$ cat config.mk
export PLATFORM = sky130hd
export DESIGN_NAME = mem_fill_check
export DESIGN_NICKNAME = d
export VERILOG_FILES = /design/src/rtl/mem_pkg.sv /design/src/rtl/mem_pattern_gen.sv /design/src/rtl/mem_fill_check.sv
export SDC_FILE = /design/constraint.sdc
export NUM_CORES = 1
export LEC_CHECK = 0
export ABC_AREA = 1
export ABC_CLOCK_PERIOD_IN_PS = 10060
export CAP_MARGIN = 10
export CORE_MARGIN = 5
export CORE_UTILIZATION = 30
export DETAILED_ROUTE_END_ITERATION = 10
export MAX_ROUTING_LAYER = met4
export REMOVE_ABC_BUFFERS = 1
export SLEW_MARGIN = 20
export SYNTH_ARGS = -nofsm -noshare
export SYNTH_HDL_FRONTEND = slang
export SYNTH_SLANG_ARGS = --single-unit
$ cat constraint.sdc
create_clock -name clk -period 10.06 [get_ports clk]
set_clock_uncertainty 0.2 [all_clocks]
set_input_delay 2.012 -clock clk [delete_from_list [all_inputs] [get_ports clk]]
set_output_delay 2.012 -clock clk [all_outputs]
set_load 0.005 [all_outputs]
$ cat src/rtl/mem_pkg.sv
// Shared constants, FSM encoding and the fill pattern for the memory fill/check engine.
package mem_pkg;

    localparam int ADDR_W = 10;
    localparam int DATA_W = 8;
    localparam int DEPTH  = 1 << ADDR_W;

    typedef enum logic [2:0] {
        S_IDLE     = 3'd0,
        S_W_SETUP  = 3'd1,
        S_W_STROBE = 3'd2,
        S_R_ADDR   = 3'd3,
        S_R_CMP    = 3'd4,
        S_FINISH   = 3'd5
    } state_t;

    // (2*k + seed) mod 2**data_w, computed in 32 bits so any width up to 31 works.
    function automatic int unsigned expected(input int unsigned k,
                                             input int unsigned seed,
                                             input int unsigned data_w);
        int unsigned mask;
        mask = (32'd1 << data_w) - 32'd1;
        return (2 * k + seed) & mask;
    endfunction

endpackage

$ cat src/rtl/mem_pattern_gen.sv
// Combinational pattern source: location index and seed in, expected data byte out.
module mem_pattern_gen
    import mem_pkg::*;
#(
    parameter int ADDR_W = mem_pkg::ADDR_W,
    parameter int DATA_W = mem_pkg::DATA_W
) (
    input  logic [ADDR_W-1:0] k_i,
    input  logic [DATA_W-1:0] seed_i,
    output logic [DATA_W-1:0] data_o
);

    assign data_o = DATA_W'(expected(32'(k_i), 32'(seed_i), DATA_W));

endmodule

$ cat src/rtl/mem_fill_check.sv
// Fill-and-verify engine: writes the seeded pattern to every memory location, reads it
// back, and reports pass/fail, mismatch count and the first failing address.
module mem_fill_check
    import mem_pkg::*;
#(
    parameter int ADDR_W = mem_pkg::ADDR_W,
    parameter int DATA_W = mem_pkg::DATA_W
) (
    input  logic              clk,
    input  logic              rst_n,
    input  logic              start,
    input  logic              abort,
    input  logic [DATA_W-1:0] seed,
    output logic [DATA_W-1:0] mem_data_in,
    output logic [ADDR_W-1:0] mem_addr,
    output logic              mem_wr,
    output logic              mem_cs,
    input  logic [DATA_W-1:0] mem_data_out,
    output logic              busy,
    output logic              done,
    output logic              pass,
    output logic [ADDR_W:0]   err_count,
    output logic [ADDR_W-1:0] first_err_addr,
    output state_t            dbg_state
);

    localparam logic [ADDR_W-1:0] K_LAST = {ADDR_W{1'b1}};

    state_t            state_q, state_d;
    logic [ADDR_W-1:0] k_q, k_d;
    logic [DATA_W-1:0] seed_q, seed_d;
    logic [ADDR_W:0]   err_q, err_d;
    logic [ADDR_W-1:0] fea_q, fea_d;
    logic              pass_q, pass_d;
    logic [DATA_W-1:0] mem_data_in_q, mem_data_in_d;
    logic [ADDR_W-1:0] mem_addr_q, mem_addr_d;
    logic              mem_wr_q, mem_wr_d, mem_cs_q, mem_cs_d;
    logic              busy_q, busy_d, done_q, done_d;
    logic [DATA_W-1:0] wr_exp, cmp_exp;
    logic              mismatch;

    // Same generator on both paths so write and compare data are bit-identical.
    mem_pattern_gen #(.ADDR_W(ADDR_W), .DATA_W(DATA_W)) u_gen_wr (
        .k_i(k_d), .seed_i(seed_d), .data_o(wr_exp)
    );
    mem_pattern_gen #(.ADDR_W(ADDR_W), .DATA_W(DATA_W)) u_gen_cmp (
        .k_i(k_q), .seed_i(seed_q), .data_o(cmp_exp)
    );

    always_ff @(posedge clk or negedge rst_n) begin
        if (!rst_n) begin
            state_q <= S_IDLE;
            k_q     <= '0;
            seed_q  <= '0;
        end else begin
            state_q <= state_d;
            k_q     <= k_d;
            seed_q  <= seed_d;
        end
    end

    // start is accepted only in IDLE (where it beats abort); abort wins everywhere else.
    always_comb begin
        state_d = state_q;
        k_d     = k_q;
        seed_d  = seed_q;
        case (state_q)
            S_IDLE: begin
                if (start) begin
                    state_d = S_W_SETUP;
                    k_d     = '0;
                    seed_d  = seed;
                end
            end
            S_W_SETUP:  state_d = S_W_STROBE;
            S_W_STROBE: begin
                if (k_q == K_LAST) begin
                    state_d = S_R_ADDR;
                    k_d     = '0;
                end else begin
                    state_d = S_W_SETUP;
                    k_d     = k_q + 1'b1;
                end
            end
            S_R_ADDR:   state_d = S_R_CMP;
            S_R_CMP: begin
                if (k_q == K_LAST) begin
                    state_d = S_FINISH;
                end else begin
                    state_d = S_R_ADDR;
                    k_d     = k_q + 1'b1;
                end
            end
            S_FINISH:   state_d = S_IDLE;
            default:    state_d = S_IDLE;
        endcase
        if (abort && state_q != S_IDLE) begin
            state_d = S_IDLE;
        end
    end

    // Outputs are registered from the next state, so they line up with the state itself.
    always_comb begin
        mismatch      = (state_q == S_R_CMP) && !abort && (mem_data_out != cmp_exp);
        err_d         = err_q;
        fea_d         = fea_q;
        pass_d        = pass_q;
        if (state_q == S_IDLE && start) begin
            err_d = '0;
            fea_d = '0;
        end
        if (mismatch) begin
            err_d = err_q + 1'b1;
            if (err_q == '0) begin
                fea_d = k_q;
            end
        end
        if (state_d == S_FINISH) begin
            pass_d = (err_d == '0);
        end
        mem_cs_d      = (state_d == S_W_SETUP) || (state_d == S_W_STROBE) ||
                        (state_d == S_R_ADDR)  || (state_d == S_R_CMP);
        mem_wr_d      = (state_d == S_W_STROBE);
        busy_d        = (state_d != S_IDLE);
        done_d        = (state_d == S_FINISH);
        mem_addr_d    = mem_cs_d ? k_d : mem_addr_q;
        mem_data_in_d = ((state_d == S_W_SETUP) || (state_d == S_W_STROBE)) ? wr_exp
                                                                              : mem_data_in_q;
    end

    always_ff @(posedge clk or negedge rst_n) begin
        if (!rst_n) begin
            err_q         <= '0;
            fea_q         <= '0;
            pass_q        <= 1'b0;
            mem_data_in_q <= '0;
            mem_addr_q    <= '0;
            mem_wr_q      <= 1'b0;
            mem_cs_q      <= 1'b0;
            busy_q        <= 1'b0;
            done_q        <= 1'b0;
        end else begin
            err_q         <= err_d;
            fea_q         <= fea_d;
            pass_q        <= pass_d;
            mem_data_in_q <= mem_data_in_d;
            mem_addr_q    <= mem_addr_d;
            mem_wr_q      <= mem_wr_d;
            mem_cs_q      <= mem_cs_d;
            busy_q        <= busy_d;
            done_q        <= done_d;
        end
    end

    assign mem_data_in    = mem_data_in_q;
    assign mem_addr       = mem_addr_q;
    assign mem_wr         = mem_wr_q;
    assign mem_cs         = mem_cs_q;
    assign busy           = busy_q;
    assign done           = done_q;
    assign pass           = pass_q;
    assign err_count      = err_q;
    assign first_err_addr = fea_q;
    assign dbg_state      = state_q;

endmodule

==> results of run 1 <==
## Yosys cell counts
cell type	number
nand2_1	158
nor3_1	4
and2_1	1
a211oi_1	1
nand4_1	5
dfrtp_1	65
a31oi_1	3
nor2_1	31
ha_1	16
o221ai_1	2
xnor2_1	5
nand3_2	4
nand3_1	28
nand2_2	12
nand2_4	3
buf_2	4
buf_6	3
nor3_2	1
nand3b_1	1
o22ai_1	4
clkbuf_1	3
fa_1	2
o21ai_0	22
inv_1	58
a21oi_4	1
inv_2	14
nand3_4	1
nor3b_1	1
nor4_2	1
a22oi_1	1
or2_2	1
clkinv_4	1
xor2_1	12
nor2_4	5
o21ai_1	12
a21oi_1	8
nor2_2	6
## logic make-up (layout without fill, tap and decap cells)
family                     count (synthesis)  after routing  share of synthesized area, %
and+or+nand+nor                          263            263                         31.27
buffers and inverters                     83            157                         8.882
DFF                                       65             65                         41.99
AOI/OAI and AO/OA                         54             54                         7.817
adders and majority gates                 18             18                         6.202
xor gates and xnor gates                  17             17                         3.844
## per-layer routing
layer / up-vias / GRT usage (%) / wire, um
li1: 1717 / - / -
met1: 1529 / 18.46 / 4719
met2: 60 / 21.02 / 4585
met3: 10 / 3.951 / 428
met4: 0 / 3.806 / 103
met5: - / - / 0
## metrics by stage
stage | power, mW | util, % | cells | hold slack, ns
2_1_floorplan | 0.6798 | - | 490 | 0.2654
3_3_place_gp | 0.8651 | 37.26 | 731 | 0.2632
3_5_place_dp | 0.8682 | 37.26 | 731 | 0.2686
4_1_cts | 1.173 | 39.49 | 746 | 0.2796
5_1_grt | 1.249 | 39.49 | 746 | 0.2968
6_report | 1.154 | 39.49 | 746 | 0.2737
## critical path: cells and delay by family
family                   cells  cell delay (ns)
AO/OA/AOI/OAI                4             0.81
buffers and inverters        3             0.78
adder cells (fa/ha/maj)      2             0.62
AND/OR/NAND/NOR              4             0.40
XOR/XNOR                     2             0.32
## cell type report
type | count | share of cell area (%)
clock inverters | 3 | 0.3013
well taps | 172 | 4.318
clock buffers | 12 | 5.348
inverters | 73 | 5.599
repair buffers | 69 | 13.61
multi-input cells | 352 | 38.19
flip-flops and latches | 65 | 32.64
## where the power goes
part           switching (mW)  internal [mW]
clock                   0.111          0.184
sequential             0.0397          0.320
combinational           0.304          0.195
total                   0.454          0.699
## sequential cells by signal, indices dropped and copies added, names as in the netlist
| name | cells |
|---|---|
| first_err_addr | 10 |
| k_q | 10 |
| mem_data_in | 8 |
| done | 1 |
| busy | 1 |
| mem_wr | 1 |
| seed_q | 8 |
| pass | 1 |
| err_count | 11 |
| mem_addr | 10 |
| dbg_state | 3 |
| mem_cs | 1 |
## final timing paths
kind                           startpoint  slack (ns)             end  cells after the start
max in group asynchronous           rst_n        7.45            done                      2
max                                 start        5.18  mem_data_in[7]                     15
min reg2reg                mem_data_in[0]        0.27  mem_data_in[0]                      2
min                        mem_data_in[0]        0.27  mem_data_in[0]                      2
max reg2reg                        k_q[1]        6.19  mem_data_in[7]                     18
min in group asynchronous           rst_n        1.67  mem_data_in[6]                      2
==> reports/metrics.csv, run 1 <==
metric;value;unit
layout-drive-gt1-share;12.02;%
vias;3316;
die_h;123.6;um
finalCriticalPeriod;4.879;ns
max-vdd-ir-drop;0.08839;mV
start_util;30.70;%
place_area;4702;um^2
synth_top_area_cell;dfrtp_1;
antenna_left;0;
die_w;123.6;um
fin_nets;608;
synth_seq_area_share;41.99;%
routed_wl;9836;um
n_fill_cell;1340;
ys_warn_count;0;
clock_latency;0.33;ns
crit_path_frequent_cell;nand2_1;
post-route-cell-area;4984;um^2
crit_chain;clkdlybuf4s50_1 -> nand2_1 -> buf_4 -> nand2_1 -> o221ai_1 -> ha_1 -> inv_1 -> fa_1 -> o21ai_0 -> nand2_1 -> nand2_1 -> a21oi_1 -> xor2_1 -> xor2_1 -> o21ai_1;
synth_cells;500;
crit_type;in -> reg;
post-route-period-util;48.50;%
cp_max_fo;29;
slew_violations;0;
synth_top_area_share;41.99;%
grt_max_degree;66;
crit_required;10.12;ns
cts.hold.buffers_added;0;
ys_ff_latch;65;
first_global_vias;3298;
worstMarginPinSlew;0.8325;ns
vias_per_cell;4.445;
grt_antenna_before_repair;0;
p_leak;2.450;nW
setup_viol;0;
multi_input_area;1903;um^2
grt_pass1_wl;15970;um
cts_tree;built;
io_pins;67;
rsz0062_at_grt;no;
gp_congestion;0.8270;
drc;0;
layout_common_cells;158 x nand2_1, 65 x dfrtp_1, 65 x clkdlybuf4s50_1;
drt_pass1_iterations;4;
synthToLayoutAreaGrowth;28.65;%
rows;41;
root_buffer;clkbuf_16;
avgSynthCellArea;7.747;um^2
hold_viol;0;
layout_setup_ws;5.181;ns
avgRoutedWirePerCell;13.18;um
slew_headroom;44.50;%
cts.reportedPaths.clkPinSlew;0.05;ns
post_cts_resize_count;0;
antennaDiodeCount;0;
initialDrtViolationCount;194;
maxCapViolCount;0;
max_stage_delay;0.42;ns
grt.total_usage;13.94;%
mostFrequentLayoutCell;nand2_1;
hold_class;reg -> reg;
worstSetupEndpointType;flip-flop;
yosys.cell_types.count;37;
clock_path_buffers;2;
place_ws;4.808;ns
netlist_area;3874;um^2
port_buffers;66;
start_kind;input pin;
dp_hpwl;7374;um
critical_path.slowest_cell;clkdlybuf4s50_1;
clock_sinks;65;
cts_setup_buffers;0;
synth.area.top_cells;dfrtp_1 42%, nand2_1 15%, inv_1 5.6%;
seqCellArea;1627;um^2
htreeDepth;3;
tns;0;ns
clock.fmax;204.9;MHz
coreArea;12620;um^2
p_per_area;231.5;nW/um^2
numCtsBuffers;9;
crit_arrival;4.94;ns
grt-ovfl-total;0;
status;finished clean;
die_area;15280;um^2
Power figures use the tool's default switching activity.
==> run 2: changes to the inputs <==
ABC_CLOCK_PERIOD_IN_PS = 4300   (was 10060)
clock period = 4.3 ns   (was 10.06 ns; I/O delays follow)
==> reports/metrics.csv, run 2 (synthesis results as in run 1) <==
metric;value;unit;change
status;finished clean;;unchanged
cts_setup_buffers;0;;unchanged
htreeDepth;3;;unchanged
synthToLayoutAreaGrowth;29.07;%;was 28.65%
place_ws;0.3804;ns;was 4.808 ns
clock.fmax;265.8;MHz;
start_util;30.70;%;unchanged
largest_register_ffs;11;;unchanged
antennaDiodeCount;0;;unchanged
drt_pass1_iterations;4;;unchanged
antenna_left;0;;unchanged
p_per_area;545.4;nW/um^2;was 231.5 nW/um^2
die_w;123.6;um;unchanged
r2r_slack;0.54;ns;was 6.19 ns
critPathLaunch;k_q[1];;was start
clock_sinks;65;;unchanged
layout_common_cells;158 x nand2_1, 65 x dfrtp_1, 65 x clkdlybuf4s50_1;;unchanged
worstSetupEndpointType;flip-flop;;unchanged
hold_class;reg -> reg;;unchanged
vias_per_cell;4.501;;was 4.445
drc;0;;unchanged
crit_required;4.32;ns;was 10.12 ns
layout-drive-gt1-share;12.28;%;was 12.02%
avgRoutedWirePerCell;13.55;um;was 13.18 um
reg2reg_depth;18;;unchanged
hold_viol;0;;unchanged
clock_path_buffers;2;;unchanged
finalCriticalPeriod;3.762;ns;
grt-ovfl-total;0;;unchanged
crit_arrival;3.78;ns;was 4.94 ns
rows;41;;unchanged
initialDrtViolationCount;235;;was 194
cp_max_fo;5;;was 29
routed_wl;10160;um;was 9836 um
r2r-start;k_q[1];;unchanged
post-route-period-util;87.49;%;
root_buffer;clkbuf_16;;unchanged
gp_congestion;0.8243;;was 0.8270
numCtsBuffers;9;;unchanged
grt.total_usage;14.56;%;was 13.94%
io_pins;67;;unchanged
die_h;123.6;um;unchanged
vias;3376;;was 3316
cts.hold.buffers_added;0;;unchanged
post_cts_resize_count;0;;unchanged
rsz0062_at_grt;no;;unchanged
slew_headroom;46.91;%;was 44.50%
grt_antenna_before_repair;0;;unchanged
finalPower;2.727;mW;was 1.154 mW
maxCapViolCount;0;;unchanged
port_buffers;66;;unchanged
mostFrequentLayoutCell;nand2_1;;unchanged
multi_input_area;1903;um^2;unchanged
clock_latency;0.34;ns;was 0.33 ns
seqCellArea;1627;um^2;unchanged
crit_type;reg -> reg;;was in -> reg
cts_tree;built;;unchanged
die_area;15280;um^2;unchanged
hold_start;mem_data_in[0];;unchanged
start_kind;flip-flop;;was input pin
dp_hpwl;7732;um;was 7374 um
fin_nets;611;;was 608
cp-endpoint;mem_data_in[7];;unchanged
grt_pass1_wl;16680;um;was 15970 um
grt_max_degree;35;;was 66
slew_violations;0;;unchanged
rr_endpoint;mem_data_in[7];;unchanged
tns;0;ns;unchanged
p_leak;2.460;nW;was 2.450 nW
n_fill_cell;1338;;was 1340
setup_viol;0;;unchanged
cts.reportedPaths.clkPinSlew;0.05;ns;about the same
layout_setup_ws;0.5380;ns;was 5.181 ns
first_global_vias;3342;;was 3298
worstMarginPinSlew;0.7963;ns;was 0.8325 ns
max-vdd-ir-drop;0.3182;mV;was 0.08839 mV
coreArea;12620;um^2;unchanged
holdWs;0.2699;ns;was 0.2737 ns
[run 2: changes by cell type in the layout (fill, tap and decap cells not counted), sizes merged]
cell / before / now
buf: 4 / 7
clkbuf: 12 / 13
[run 2: worst min-delay path by stage]
stage | endpoint | cells after the start | slack [ns]
after floorplan | mem_data_in[0] | 2 | 0.27
after global placement | mem_data_in[0] | 2 | 0.26
after detailed placement | mem_data_in[0] | 2 | 0.26
after CTS | mem_data_in[0] | 2 | 0.28
after global routing | mem_data_in[1] | 2 | 0.29
final | mem_data_in[0] | 2 | 0.27
[run 2: worst max-delay path, stage by stage, from the launching register on]
cell and delay [ns]:
dfrtp_1 0.46, ha_1 0.27, nand3_2 0.12, nor2_2 0.14, nand2_2 0.09, nor2_4 0.12, nand2_4 0.08, ha_1 0.28
o221ai_1 0.30, ha_1 0.21, inv_1 0.06, fa_1 0.41, o21ai_0 0.29, nand2_1 0.08, nand2_1 0.07, a21oi_1 0.07
xor2_1 0.18, xor2_1 0.16, o21ai_1 0.07
[run 2: stage by stage]
step / instances / util, % / area, um^2
after floorplan: 490 / - / 3809
after global placement: 734 / 37.44 / 4725
after detailed placement: 734 / 37.44 / 4725
after CTS: 750 / 39.62 / 5000
after global routing: 750 / 39.62 / 5000
final: 750 / 39.62 / 5000
[run 2: layer usage]
| metal | share of wire, % | global-route usage, % |
|---|---|---|
| met5 | 0 | - |
| met4 | 2.2 | 5.190 |
| met3 | 4.5 | 3.769 |
| met2 | 46 | 22.00 |
| met1 | 47 | 18.96 |
[run 2: power breakdown]
group / internal (mW) / total (mW) / switching, mW
sequential: 0.749 / 0.841 / 0.0923
combinational: 0.472 / 1.21 / 0.740
clock: 0.418 / 0.674 / 0.256
[run 2: area by class of cell]
type	instances	area share [%]
inverter	73	5.581
clock inverter	3	0.3003
multi-input combinational	352	38.06
clock buffer	13	5.205
tap	172	4.304
sequential	65	32.53
timing repair buffer	72	14.01
==> run 3: changes to the inputs <==
ABC_AREA = not set   (was 1)
ABC_CLOCK_PERIOD_IN_PS = 3800   (was 4300)
clock period = 3.8 ns   (was 4.3 ns; I/O delays follow)
==> reports/metrics.csv, run 3 <==
metric;value;unit;change
synth_top_area_share;43.18;%;was 41.99%
dp_hpwl;7972;um;was 7732 um
synth_top_area_cell;dfrtp_1;;unchanged
drc;0;;unchanged
place_ws;-0.05187;ns;was 0.3804 ns
start_kind;flip-flop;;unchanged
antennaDiodeCount;0;;unchanged
ys_warn_count;0;;unchanged
avgSynthCellArea;9.166;um^2;was 7.747 um^2
synth_cells;411;;was 500
clock_sinks;65;;unchanged
cts_tree;built;;unchanged
gp_congestion;0.8175;;was 0.8243
hold_viol;0;;unchanged
p_per_area;539.4;nW/um^2;was 545.4 nW/um^2
place_area;4838;um^2;was 4725 um^2
hold_class;in -> async;;was reg -> reg
p_leak;2.265;nW;was 2.460 nW
synthToLayoutAreaGrowth;37.73;%;was 29.07%
clock_latency;0.33;ns;was 0.34 ns
layout-drive-gt1-share;16.47;%;was 12.28%
critical_path.slowest_cell;dfrtp_1;;unchanged
setup_viol;0;;unchanged
maxCapViolCount;0;;unchanged
grt_max_degree;33;;was 35
rows;41;;unchanged
synth_seq_area_share;43.18;%;was 41.99%
fin_nets;544;;was 611
synth_common_cells;65 x dfrtp_1, 65 x nand2_1, 32 x nor2_1;;was 158 x nand2_1, 65 x dfrtp_1, 58 x inv_1
grtUsageMet1;19.17;%;was 18.96%
root_buffer;clkbuf_16;;unchanged
post-route-period-util;94.93;%;was 87.49%
max-vdd-ir-drop;0.2455;mV;was 0.3182 mV
drt_pass1_iterations;4;;unchanged
crit_path_frequent_cell;a21oi_1;;was ha_1
numCtsBuffers;9;;unchanged
crit_chain;ha_4 -> and3_4 -> and4_4 -> inv_2 -> ha_1 -> nor2_2 -> a21oi_1 -> o22ai_2 -> ha_2 -> inv_1 -> fa_1 -> inv_1 -> a21o_1 -> a21oi_1 -> o21bai_1 -> a21oi_1 -> xnor2_1 -> xnor2_1 -> mux2_2;;was ha_1 -> nand3_2 -> nor2_2 -> nand2_2 -> nor2_4 -> nand2_4 -> ha_1 -> o221ai_1 -> ha_1 -> inv_1 -> fa_1 -> o21ai_0 -> nand2_1 -> nand2_1 -> a21oi_1 -> xor2_1 -> xor2_1 -> o21ai_1
cts.hold.buffers_added;0;;unchanged
ys_async_sr_fraction;100.0;%;unchanged
die_h;122.1;um;was 123.6 um
slew_headroom;51.30;%;was 46.91%
slew_violations;0;;unchanged
synth_ff_type;dfrtp_1;;unchanged
crit_required;3.82;ns;was 4.32 ns
cts.reportedPaths.clkPinSlew;0.06;ns;was 0.05 ns
die_area;14900;um^2;was 15280 um^2
multi_input_area;2027;um^2;was 1903 um^2
post-route-cell-area;5189;um^2;was 5000 um^2
final_cell_count_no_fill;682;;was 750
vias_per_cell;4.931;;was 4.501
crit_arrival;3.62;ns;was 3.78 ns
synth-edff-count;0;;unchanged
worstMarginPinSlew;0.7305;ns;was 0.7963 ns
busiest_layer;met2;;unchanged
avgRoutedWirePerCell;15.39;um;was 13.55 um
io_pins;67;;unchanged
die_w;122.1;um;was 123.6 um
routed_wl;10500;um;was 10160 um
grt-ovfl-total;0;;unchanged
largest_register_ffs;11;;unchanged
ys_ff_latch;65;;unchanged
tns;0;ns;unchanged
netlist_area;3767;um^2;was 3874 um^2
dp_cells;666;;was 734
seqCellArea;1627;um^2;unchanged
synth.area.top_cells;dfrtp_1 43%, nand2_1 6.5%, ha_1 5.3%;;was dfrtp_1 42%, nand2_1 15%, inv_1 5.6%
layout_setup_ws;0.1926;ns;was 0.5380 ns
start_util;30.22;%;was 30.70%
first_global_vias;3483;;was 3342
htreeDepth;3;;unchanged
use_met3;3.807;%;was 3.769%
clock_path_buffers;2;;unchanged
finalCriticalPeriod;3.607;ns;was 3.762 ns
cp_max_fo;3;;was 5
clock.fmax;277.2;MHz;was 265.8 MHz
crit_type;reg -> reg;;unchanged
max_stage_delay;0.39;ns;was 0.46 ns
grt.total_usage;15.11;%;was 14.56%
port_buffers;66;;unchanged
yosys.cell_types.count;52;;was 37
status;finished clean;;unchanged
met2_usage;23.79;%;was 22.00%
vias;3363;;was 3376
antenna_left;0;;unchanged
layout_common_cells;65 x nand2_1, 65 x dfrtp_1, 65 x clkdlybuf4s50_1;;was 158 x nand2_1, 65 x dfrtp_1, 65 x clkdlybuf4s50_1
initialDrtViolationCount;328;;was 235
grt_antenna_before_repair;0;;unchanged
n_fill_cell;1216;;was 1338
grt_pass1_wl;17150;um;was 16680 um
coreArea;12470;um^2;was 12620 um^2
worstSetupEndpointType;flip-flop;;unchanged
==> run 3: critical path, delay by kind of cell (launching register included) <==
kind            cells  cell delay (ns)
compound gates      6             0.65
xor+xnor            2             0.27
fa+ha+maj           4             1.02
buf+inv             3             0.16
flops               1             0.39
mux                 1             0.27
simple gates        3             0.53
==> run 3: through the flow <==
step                utilization [%]  hold slack [ns]  power (mW)
floorplan                         -           0.2644       1.468
global placement              38.81           0.2736       1.907
detailed placement            38.81           0.2817       1.924
CTS                           41.33          0.01578       2.819
global route                  41.62          0.02162       2.971
finish                        41.62          0.02582       2.799
==> run 3: cell families (layout without fill, tap and decap cells) <==
kind of cell	Yosys count	after routing	share of synthesized area, %
compound gates	98	98	17.00
xor+xnor	23	23	5.347
fa+ha+maj	18	18	6.377
buf+inv	40	139	4.018
flops	65	65	43.18
mux	21	21	6.078
simple gates	146	146	18.00
==> run 3: layer usage <==
layer | part of all wire, % | vias up
met2 | 48 | 94
met4 | 1.5 | 0
li1 | - | 1636
met3 | 5.3 | 13
met1 | 46 | 1620
met5 | 0 | -
==> run 3: area by class of cell <==
class,instances,area share (%)
multi-input combinational,306,39.06
inverter,22,1.592
sequential,65,31.35
clock inverter,3,1.254
clock buffer,12,4.750
timing repair buffer,102,17.84
tap,172,4.148
==> run 3: worst paths after layout <==
path / start / endpoint / slack (ns) / cells past startpoint
max reg2reg: k_q[0] / mem_data_in[7] / 0.19 / 19
max in group asynchronous: rst_n / mem_data_in[3] / 2.77 / 2
min in group clk: mem_addr[8] / mem_addr[8] / 0.29 / 1
min reg2reg: mem_addr[8] / mem_addr[8] / 0.29 / 1
min: rst_n / err_count[6] / 0.03 / 1
max: k_q[0] / mem_data_in[7] / 0.19 / 19
==> run 3: repair_timing <==
action	in CTS	in global routing
setup buffers	0	1
resized for setup	2	6
endpoints found under the setup margin	1	1
pin swaps	0	3
==> run 3: where the power goes <==
group          switching [mW]  internal, mW
combinational           0.493         0.513
clock                   0.287         0.587
sequential              0.105         0.815
